==> config.mk <==
export PLATFORM = sky130hd
export DESIGN_NAME = matrix_addr_gen
export DESIGN_NICKNAME = d
export VERILOG_FILES = /design/src/rtl/matrix_addr_gen.sv
export SDC_FILE = /design/constraint.sdc
export NUM_CORES = 1
export LEC_CHECK = 0
export CELL_PAD_IN_SITES_DETAIL_PLACEMENT = 0
export CELL_PAD_IN_SITES_GLOBAL_PLACEMENT = 1
export CORE_ASPECT_RATIO = 0.5
export CORE_UTILIZATION = 30
export DETAILED_ROUTE_END_ITERATION = 6
export PLACE_DENSITY_LB_ADDON = 0.1
export SLEW_MARGIN = 20
export SYNTH_ARGS = -nofsm -noshare
export SYNTH_HDL_FRONTEND = slang
export SYNTH_SLANG_ARGS = --single-unit
==> constraint.sdc <==
create_clock -name clk -period 3.18 [get_ports clk]
set_input_delay 0.954 -clock clk [delete_from_list [all_inputs] [get_ports clk]]
set_output_delay 0.954 -clock clk [all_outputs]
set_load 0.005 [all_outputs]
==> src/rtl/matrix_addr_gen.sv <==
// Matrix address sequencer: scans a ROWS x COLS matrix in one of four orders
// with a start/busy/done handshake and optional automatic restart.
module matrix_addr_gen #(
    parameter int ROWS = 3,
    parameter int COLS = 3,
    parameter int RW   = (ROWS > 1) ? $clog2(ROWS) : 1,
    parameter int CW   = (COLS > 1) ? $clog2(COLS) : 1,
    parameter int AW   = (ROWS * COLS > 1) ? $clog2(ROWS * COLS) : 1
) (
    input  logic          clk,
    input  logic          rst,
    input  logic          start,
    input  logic [1:0]    mode,
    input  logic          loop,
    input  logic          ena,
    output logic          busy,
    output logic          valid,
    output logic [RW-1:0] row,
    output logic [CW-1:0] col,
    output logic [AW-1:0] addr,
    output logic          flag,
    output logic          done
);

    typedef enum logic {IDLE, RUN} state_t;

    localparam logic [RW-1:0] ROW_MAX     = RW'(ROWS - 1);
    localparam logic [CW-1:0] COL_MAX     = CW'(COLS - 1);
    localparam logic [AW-1:0] ADDR_MAX    = AW'(ROWS * COLS - 1);
    localparam logic [AW-1:0] ADDR_ONE    = AW'(1);
    localparam logic [AW-1:0] ADDR_STRIDE = AW'(COLS);
    // Serpentine ends on the right edge for an odd row count, left edge otherwise.
    localparam logic [CW-1:0] SERP_END_COL = (ROWS % 2 == 1) ? COL_MAX : '0;

    state_t        state;
    logic [1:0]    mode_q;
    logic          is_last;
    logic [RW-1:0] nrow;
    logic [CW-1:0] ncol;
    logic [AW-1:0] naddr;

    function automatic logic [RW+CW+AW-1:0] first_elem(input logic [1:0] m);
        return (m == 2'd2) ? {ROW_MAX, COL_MAX, ADDR_MAX} : '0;
    endfunction

    assign busy  = (state == RUN);
    assign valid = busy & ena;
    assign flag  = valid & is_last;

    always_comb begin
        is_last = 1'b0;
        case (mode_q)
            2'd2:    is_last = (row == '0) && (col == '0);
            2'd3:    is_last = (row == ROW_MAX) && (col == SERP_END_COL);
            default: is_last = (row == ROW_MAX) && (col == COL_MAX);
        endcase
    end

    // Successor element; address tracks row*COLS+col with +-1 / +-COLS steps only.
    always_comb begin
        nrow  = row;
        ncol  = col;
        naddr = addr;
        case (mode_q)
            2'd0: begin
                naddr = addr + ADDR_ONE;
                if (col == COL_MAX) begin
                    ncol = '0;
                    nrow = row + RW'(1);
                end else begin
                    ncol = col + CW'(1);
                end
            end
            2'd1: begin
                if (row == ROW_MAX) begin
                    nrow  = '0;
                    ncol  = col + CW'(1);
                    naddr = AW'(ncol);
                end else begin
                    nrow  = row + RW'(1);
                    naddr = addr + ADDR_STRIDE;
                end
            end
            2'd2: begin
                naddr = addr - ADDR_ONE;
                if (col == '0) begin
                    ncol = COL_MAX;
                    nrow = row - RW'(1);
                end else begin
                    ncol = col - CW'(1);
                end
            end
            default: begin
                if ((!row[0] && col == COL_MAX) || (row[0] && col == '0)) begin
                    nrow  = row + RW'(1);
                    naddr = addr + ADDR_STRIDE;
                end else if (!row[0]) begin
                    ncol  = col + CW'(1);
                    naddr = addr + ADDR_ONE;
                end else begin
                    ncol  = col - CW'(1);
                    naddr = addr - ADDR_ONE;
                end
            end
        endcase
    end

    always_ff @(posedge clk or negedge rst) begin
        if (!rst) begin
            state  <= IDLE;
            mode_q <= 2'd0;
            row    <= '0;
            col    <= '0;
            addr   <= '0;
            done   <= 1'b0;
        end else begin
            done <= 1'b0;
            case (state)
                IDLE: begin
                    if (start) begin
                        state             <= RUN;
                        mode_q            <= mode;
                        {row, col, addr}  <= first_elem(mode);
                    end
                end
                default: begin
                    if (ena) begin
                        if (is_last) begin
                            done             <= 1'b1;
                            {row, col, addr} <= first_elem(mode_q);
                            if (!loop)
                                state <= IDLE;
                        end else begin
                            row  <= nrow;
                            col  <= ncol;
                            addr <= naddr;
                        end
                    end
                end
            endcase
        end
    end

endmodule
Word level (Yosys, flattened, before mapping)
Index checks and enable logic that the tools add are counted.
{"block": "op_classes", "reduce_logical": 14, "muxes": 38, "bitwise_logic": 3, "n_eq_ne": 11, "n_addsub": 7}
{"op": "$mux W2", "n": 17}
{"op": "$mux W4", "n": 7}
{"op": "$mux W8", "n": 2}
{"op": "$ne A4 B4 Y1 const B", "n": 3}
{"op": "$pmux W2 S3", "n": 2}
{"op": "$pmux W4 S3", "n": 1}
{"op": "$mux W1", "n": 9}
{"op": "$eq A2 B2 Y1 const B", "n": 4}
{"op": "$logic_not A2 Y1", "n": 3}
{"op": "$ne A6 B1 Y1 const B", "n": 1}
{"op": "$ne A6 B3 Y1 const B", "n": 1}
{"op": "$reduce_and A5 Y1", "n": 1}
{"op": "$add A2 B1 Y2 const B", "n": 2}
{"op": "$add A4 B1 Y4 const B", "n": 1}
{"op": "$add A4 B2 Y4 const B", "n": 1}
{"op": "$logic_and A1 B1 Y1", "n": 4}
{"op": "$reduce_and A2 Y1", "n": 2}
{"op": "$reduce_and A4 Y1", "n": 1}
{"op": "$sub A2 B1 Y2 const B", "n": 2}
{"op": "$sub A4 B1 Y4 const B", "n": 1}
{"op": "$and A1 B1 Y1", "n": 2}
{"op": "$eq A2 B1 Y1 const B", "n": 1}
{"op": "$ne A2 B2 Y1 const B", "n": 1}
{"op": "$reduce_bool A2 Y1", "n": 1}
{"op": "3 further kinds", "n": 3}
{"block": "word_totals", "regBits": 12, "output_inout_bits": 12}

Longest topological paths before layout
Gate-level depths: netlist of run 1.
{"block": "depth", "depth_word": 8, "depth_mapped": 8, "ltp_nobuf": 7}

Least setup slack after synthesis of run 1
Ideal clock, no wire load.
{"block": "synth_path", "path_kind": "in2out", "startpoint": "input ena", "endpoint": "output flag", "arrival_ps": 1401, "path_slack_ps": 825, "cell_stages": 2, "n_path_buf": 0, "path_cell_list": "and2_0 -> a21boi_0"}
{"block": "synth_between", "elab_chain_cells": 2}
{"element": "from (decl)", "line": "15", "rtl": "input logic ena,"}
{"element": "$and A1 B1 Y1", "line": "47", "rtl": "assign valid = busy & ena;"}
{"element": "$and A1 B1 Y1", "line": "48", "rtl": "assign flag = valid & is_last;"}
{"element": "to (decl)", "line": "21", "rtl": "output logic flag,"}
No other way between the ends.

Final worst setup path of run 1
{"block": "layout_path", "startpoint": "register col[0]", "endpoint": "output flag"}
{"block": "layout_between", "elab_chain_cells": 4, "word_cells_on_any_way": 6, "classes_between": "1 x eq/ne; 1 x mux; 1 x bitwise; 3 x reduce/logical"}
{"element": "from (decl)", "line": "19", "rtl": "output logic [CW-1:0] col,"}
{"element": "from (signal assigned)", "line": "123", "rtl": "{row, col, addr} <= first_elem(mode);"}
{"element": "from (signal assigned)", "line": "130", "rtl": "{row, col, addr} <= first_elem(mode_q);"}
{"element": "from (signal assigned)", "line": "135", "rtl": "col <= ncol;"}
{"element": "$eq A2 B2 Y1 / $logic_not A2 Y1 (equally long branches)", "line": "54, 55, 53"}
{"element": "$logic_and A1 B1 Y1 (on tied branches)", "line": "54, 55, 53"}
{"element": "$mux W1 (*)"}
{"element": "$and A1 B1 Y1 (*)", "line": "48"}
Mark *: on every way between the ends. The rest lies on a longest branch, timed or not.

==> out/results.txt, run 1 <==
Initial antenna violation count - 0
Synth cell types - 41
Syn Area/Cell - 8.21 um^2
Pwr per Cell Area - 1110 nW/um^2
Compound-Gate Fraction of Synth Area - 26.4%
Clock latency on the worst-skew pair - 240 ps
CTS H-tree depth - 1
Largest net degree at the start of global routing - 15
Chip width - 92.9 um
Antenna viol nets, final - 0
Main flop type after synthesis - dfrtp_1
WL/cell - 14.5 um
CP arrival - 2100 ps
Post-Layout Cell Count - 223
Syn_nets - 171
Die area - 4410 um^2
Initial drt markers - 66
Fin. Hold Viols - 0
Post-synthesis sequential area ratio - 24.2%
Peak VDD IR - 285 uV
Post-synth top area share - 24.2%
Area Overhead vs Synth - 21.9%
CTS Root Cell - clkbuf_8
CTS tree - done
Core Region - 3920 um^2
Post-layout net count - 191
CTS sink cnt - 12
Fill count - 429
Clock transition at the registers of the reported paths - 60 ps
Dpl cells - 220
Synth Area in Adders - 13.1%
First-pass DRT Iterations - 6
Syn Inst Count - 151
WL final - 3230 um
Die span in y - 47.5 um
Total track usage - 16.3%
Multiplexer share of the synthesized area - 4.24%
EDFF count, synth - 0
TritonCTS buffer count - 3
Diode count - 0
Worst hold slack - 564 ps
Rows - 16
Critical Path Fanout Max - 7
Unrepaired setup endpoints after global routing - no
Synth Register Bits - 12
Post-synth top area cell - dfrtp_1
First-pass GRT wire length - 5220 um
Worst rel slew slack - 56.4%
Synth top area cells - dfrtp_1, ha_1, a21oi_1, o21ai_0, inv_1
Share of cells above drive strength 1 - 8.88%
Synth Warn # - 0
Highest Clock Rate - 327 MHz
Vias per inst - 5.07
Skew final - 2.82 ps
FF-to-FF Start - col[0]$_DFFE_PN0P_
CP Launch Type - flip-flop
RD Place Congestion - 0.772
Xor/xnor share of the synthesized area - 4.94%
Hold Path Class - reg2reg
Worst reg-to-reg path cell count - 7
Buffers added on ports - 18
Final Max Tran Viols - 0
Largest family of logic cells by synthesized area - compound AO/OA/AOI/OAI gates
Status - completed
Post-Syn Area - 1240 um^2
Hold Crit Depth - 1
Flop-to-flop setup slack - 930 ps
Starting Density - 31.6%
Vias in the first global route - 986
Tcrit/Tclk final - 96.2%
Post-CTS setup buffer count - 0
DP HPWL - 2410 um
Final setup violation count - 0
CP endpoint kind - primary output
Hold EP - row[1]$_DFFE_PN0P_
Worst Path Required - 2230 ps
Reg2Reg Capture Point - col[1]$_DFFE_PN0P_
Max Root-Sink Buffers - 2
Simple-Gate Fraction of Synth Area - 18.0%
Grt ovf - 0
Async set or reset register ratio after synthesis - 100%
Via count - 1130
Final worst path period need - 3060 ps
Worst-margin pin slew - 652 ps
Maxcap violations - 0
Top Ports - 19
Leak - 0.648 nW
Drt drc - 0
Hold Startpoint - row[1]$_DFFE_PN0P_
Critical path class - reg2out
placed cells by master (no fill, tap or decap), types with 3 or more instances in the layout:
| cell type | synthesis | layout |
|---|---|---|
| clkdlybuf4s50_1 | 0 | 17 |
| a21oi_1 | 13 | 13 |
| ha_1 | 13 | 13 |
| inv_1 | 12 | 12 |
| dfrtp_1 | 12 | 12 |
| o21ai_0 | 11 | 11 |
| nor2_1 | 10 | 10 |
| nand2_1 | 9 | 9 |
| buf_4 | 3 | 6 |
| nand3_1 | 5 | 5 |
| nand2b_1 | 5 | 5 |
| xnor2_1 | 4 | 4 |
| o22ai_1 | 3 | 3 |
| nor3_1 | 3 | 3 |
| nor2b_1 | 3 | 3 |
| and3_1 | 3 | 3 |
| a211oi_1 | 3 | 3 |
| mux2i_1 | 3 | 3 |
| xor2_1 | 3 | 3 |
| a31oi_1 | 3 | 3 |
| clkbuf_8 | 0 | 3 |
worst max-delay path by stage:
stage,cells after the start,start,endpoint
4_1_cts,5,col[0]$_DFFE_PN0P_,flag
5_1_grt,5,col[0]$_DFFE_PN0P_,flag
3_5_place_dp,4,ena,flag
3_3_place_gp,4,ena,flag
6_report,5,col[0]$_DFFE_PN0P_,flag
2_1_floorplan,2,ena,flag
cell type report:
cell class	instances	area (um^2)	share of cell area (%)
sequential	12	300	19.9
multi-input combinational	118	833	55.1
clock buffer	3	41.3	2.73
tap	54	67.6	4.47
inverter	12	45.0	2.98
timing repair buffer	24	224	14.8
report_power, final:
part | internal, mW | switching, mW
Combinational | 0.587 | 0.604
Clock | 0.0838 | 0.0629
Sequential | 0.222 | 0.114
Total | 0.893 | 0.781
logic make-up after synthesis:
kind of cell	Yosys count
AOI/OAI and AO/OA	50
and+or+nand+nor	43
buffers and inverters	21
adders and majority gates	13
DFF	12
xor gates and xnor gates	7
muxes	5
synthesized netlist by cell type, drive strengths merged (2+ instances only):
cell / instances
a211oi: 3
a21boi: 3
a21oi: 13
a22oi: 2
a31oi: 3
and3: 3
buf: 8
dfrtp: 12
ha: 13
inv: 12
mux2: 2
mux2i: 3
nand2: 9
nand2b: 5
nand3: 5
nor2: 10
nor2b: 3
nor3: 3
o211ai: 2
o21ai: 11
o22ai: 3
xnor2: 4
xor2: 3
metrics by stage:
step | util, % | TNS, ps | setup WS, ps | power, mW | instance area, um^2
3_3_place_gp | 37.3 | -190 | -155 | 1.53 | 1470
2_1_floorplan | - | 0 | 825 | 1.21 | 1240
5_1_grt | 38.5 | 0 | 22.0 | 1.85 | 1510
4_1_cts | 38.5 | 0 | 133 | 1.68 | 1510
6_report | 38.5 | 0 | 121 | 1.67 | 1510
3_5_place_dp | 37.3 | -230 | -181 | 1.52 | 1470
state kept, by name (all words and copies together), names as in the netlist:
register  count
col           2
row           2
done          1
addr          4
busy          1
mode_q        2
critical path, stage by stage, from the launching register on:
cell and delay (ps):
dfrtp_1 430, inv_1 150, ha_1 370, nand3_1 220, a21boi_2 180, clkdlybuf4s50_1 510
routing by layer:
layer / vias up / track usage, % / wire length [um]
met1: 526 / 23.6 / 1700
met4: 0 / 1.85 / 0
met5: - / 0 / 0
li1: 581 / - / -
met3: 0 / 4.60 / 179
met2: 23 / 24.9 / 1340
repair_timing:
action,in CTS,in global routing
hold buffers,0,0
resized for setup,5,0
endpoints found under the setup margin,2,0
(Power assumes the default switching activity.)
==> inputs of run 2 (changes only) <==
--- a/config.mk
+++ b/config.mk
@@ -5,6 +5,7 @@
 export SDC_FILE = /design/constraint.sdc
 export NUM_CORES = 1
 export LEC_CHECK = 0
+export ABC_AREA = 1
 export CELL_PAD_IN_SITES_DETAIL_PLACEMENT = 0
 export CELL_PAD_IN_SITES_GLOBAL_PLACEMENT = 1
 export CORE_ASPECT_RATIO = 0.5
==> constraint.sdc (replaced) <==
create_clock -name clk -period 3.6 [get_ports clk]
set_input_delay 1.08 -clock clk [delete_from_list [all_inputs] [get_ports clk]]
set_output_delay 1.08 -clock clk [all_outputs]
set_load 0.005 [all_outputs]
==> run 2 against run 1 <==
- non-clock buffer count decreased by 4
- worst setup slack improved by 99 ps
- highest routed layer is now met4
- sequential power decreased by 16%
- largest power group unchanged
- routed wire length increased by 0.34%
- die area decreased by 5.3%
- synthesized cell count increased by 13%
- critical endpoint unchanged
- power decreased by 11%
- sequential share of layout area increased by 0.59 points
- sequential cell count unchanged
- clock power increased by 8%
- via count increased by 1.1%
- area after synthesis decreased by 5.4%
==> out/results.txt, run 2 <==
Status - completed (unchanged)
Diode count - 0 (unchanged)
Post-layout util - 40.9% (was 38.5%)
Post-layout net count - 213 (was 191)
Critical Path Fanout Max - 6 (was 7)
Die span in y - 46.2 um (was 47.5 um)
Post-Syn Area - 1170 um^2 (was 1240 um^2)
Hold Path Class - reg2reg (unchanged)
Rows - 15 (was 16)
Hold Crit Depth - 2 (was 1)
Total power - 1.48 mW (was 1.67 mW)
Buffers added on ports - 18 (unchanged)
Max reg flops - 4 (unchanged)
Syn_nets - 190 (was 171)
Skew final - 7.10 ps (was 2.82 ps)
EDFF count, synth - 0 (unchanged)
Initial antenna violation count - 0 (unchanged)
Vias in the first global route - 1019 (was 986)
Hold Startpoint - mode_q[0]$_DFFE_PN0P_ (was row[1]$_DFFE_PN0P_)
DP HPWL - 2550 um (was 2410 um)
Synth cell types - 25 (was 41)
Top Ports - 19 (unchanged)
Crit-path max cell delay - 500 ps (was 510 ps)
Unrepaired setup endpoints after global routing - no (unchanged)
Worst-margin pin slew - 644 ps (was 652 ps)
Final setup violation count - 0 (unchanged)
Synth Register Bits - 12 (unchanged)
Worst reg-to-reg path cell count - 10 (was 7)
Syn Area/Cell - 6.90 um^2 (was 8.21 um^2)
Post-CTS setup buffer count - 0 (unchanged)
Maxcap violations - 0 (unchanged)
CP arrival - 2300 ps (was 2100 ps)
CTS sink cnt - 12 (unchanged)
Pwr per Cell Area - 1010 nW/um^2 (was 1110 nW/um^2)
Tcrit/Tclk final - 93.9%
Worst hold slack - 554 ps (was 564 ps)
Total track usage - 16.4% (was 16.3%)
Antenna viol nets, final - 0 (unchanged)
Final instance area - 1470 um^2 (was 1510 um^2)
Leak - 0.726 nW (was 0.648 nW)
CTS Root Cell - clkbuf_8 (unchanged)
Area Overhead vs Synth - 25.2% (was 21.9%)
Die area - 4180 um^2 (was 4410 um^2)
CP Launch Type - input port (was flip-flop)
Worst rel slew slack - 56.9% (was 56.4%)
Fill count - 399 (was 429)
Cts repair resizes - 0 (was 5)
Post-CTS Hold Buffers - 0 (unchanged)
Worst setup margin - 220 ps (was 121 ps)
Dpl cells - 239 (was 220)
Main flop type after synthesis - dfrtp_1 (unchanged)
Crit-path slowest cell - clkdlybuf4s50_1 (unchanged)
TritonCTS buffer count - 3 (unchanged)
Post-Place Worst Slack - 233 ps (was -181 ps)
Max Root-Sink Buffers - 2 (unchanged)
Synth Warn # - 0 (unchanged)
Grt ovf - 0 (unchanged)
Post-synth top area cell - dfrtp_1 (unchanged)
Top cells by count, synth - nand2_1, inv_1, nand3_1 (was a21oi_1, ha_1, dfrtp_1, inv_1, o21ai_0)
Clock transition at the registers of the reported paths - 60 ps (about the same)
RD Place Congestion - 0.814 (was 0.772)
CP endpoint kind - primary output (unchanged)
Share of cells above drive strength 1 - 8.33% (was 8.88%)
Most common cell after layout, fill and taps aside - nand2_1 (was clkdlybuf4s50_1)
Final worst path period need - 3380 ps
Most used cell, CP - clkdlybuf4s50_1
CTS tree - done (unchanged)
Worst Path Required - 2520 ps (was 2230 ps)
Critical path class - in2out (was reg2out)
Largest net degree at the start of global routing - 13 (was 15)
WL final - 3240 um (was 3230 um)
CP Launch Point - ena (was col[0]$_DFFE_PN0P_)
Chip width - 90.4 um (was 92.9 um)
Most frequent cells in the layout - nand2_1, inv_1, nand3_1 (was clkdlybuf4s50_1, a21oi_1, ha_1)
Vias per inst - 4.70 (was 5.07)
Post-synth top area share - 25.6% (was 24.2%)
TNS Setup - 0 ps (unchanged)
Highest Clock Rate - 296 MHz
Syn Inst Count - 170 (was 151)
Async set or reset register ratio after synthesis - 100% (unchanged)
Reg with most FFs - addr (unchanged)
Worst-path cell chain - clkdlybuf4s50_1 -> nand2_1 -> nor2_1 -> clkdlybuf4s50_1 (was inv_1 -> ha_1 -> nand3_1 -> a21boi_2 -> clkdlybuf4s50_1)
Clock latency on the worst-skew pair - 250 ps (was 240 ps)
Final Max Tran Viols - 0 (unchanged)
Area post-placement - 1410 um^2 (was 1470 um^2)
Fin. Hold Viols - 0 (unchanged)
FF-to-FF Start - mode_q[0]$_DFFE_PN0P_ (was col[0]$_DFFE_PN0P_)
Peak VDD IR - 288 uV (was 285 uV)
Initial drt markers - 83 (was 66)
Starting Density - 32.7% (was 31.6%)
Core Region - 3580 um^2 (was 3920 um^2)
CTS H-tree depth - 1 (unchanged)
WL/cell - 13.3 um (was 14.5 um)
Most numerous cell in the Yosys netlist - nand2_1
First-pass DRT Iterations - 4 (was 6)
Post-Layout Cell Count - 243 (was 223)
Via count - 1142 (was 1130)
Post-synthesis sequential area ratio - 25.6% (was 24.2%)
First-pass GRT wire length - 5170 um (was 5220 um)
Synth top area cells - dfrtp_1, ha_1, nand2_1, inv_1, nand3_1 (was dfrtp_1, ha_1, a21oi_1, o21ai_0, inv_1)
Drt drc - 0 (unchanged)
run 2: area by class of cell:
class / count / area (um^2) / share of cell area [%]
multi-input cells: 127 / 744 / 50.7
flip-flops and latches: 12 / 300 / 20.5
repair buffers: 20 / 195 / 13.3
inverters: 29 / 109 / 7.42
well taps: 51 / 63.8 / 4.35
clock buffers: 4 / 55.1 / 3.75
run 2: per-layer routing:
| layer | GRT usage, % | up-vias | wire length [um] |
|---|---|---|---|
| li1 | - | 603 | - |
| met1 | 23.0 | 512 | 1780 |
| met2 | 26.0 | 25 | 1310 |
| met3 | 4.46 | 2 | 140 |
| met4 | 1.94 | 0 | 4 |
| met5 | 0 | - | 0 |
run 2: worst paths after layout:
kind	slack, ps	end
max	220	flag
min	550	mode_q[0]$_DFFE_PN0P_
max reg2reg	1740	col[0]$_DFFE_PN0P_
min reg2reg	550	mode_q[0]$_DFFE_PN0P_
max in group asynchronous	1960	col[1]$_DFFE_PN0P_
min in group asynchronous	1220	addr[2]$_DFFE_PN0P_
run 2: cell families after synthesis:
kind of cell / Yosys count / synth area share [%]
simple gates: 77 / 29.0
compound gates: 34 / 18.1
buf+inv: 31 / 10.9
fa+ha+maj: 13 / 13.9
flops: 12 / 25.6
xor+xnor: 2 / 1.49
mux: 1 / 0.960
run 2: worst max-delay path, delay by kind of cell:
family        cells  cell delay [ps]
buf+inv           2              960
simple gates      2              260
run 2: power by group:
part           internal [mW]  total, mW  switching [mW]
Clock                 0.0971      0.159          0.0621
Combinational          0.430       1.04           0.612
Sequential             0.198      0.282          0.0836
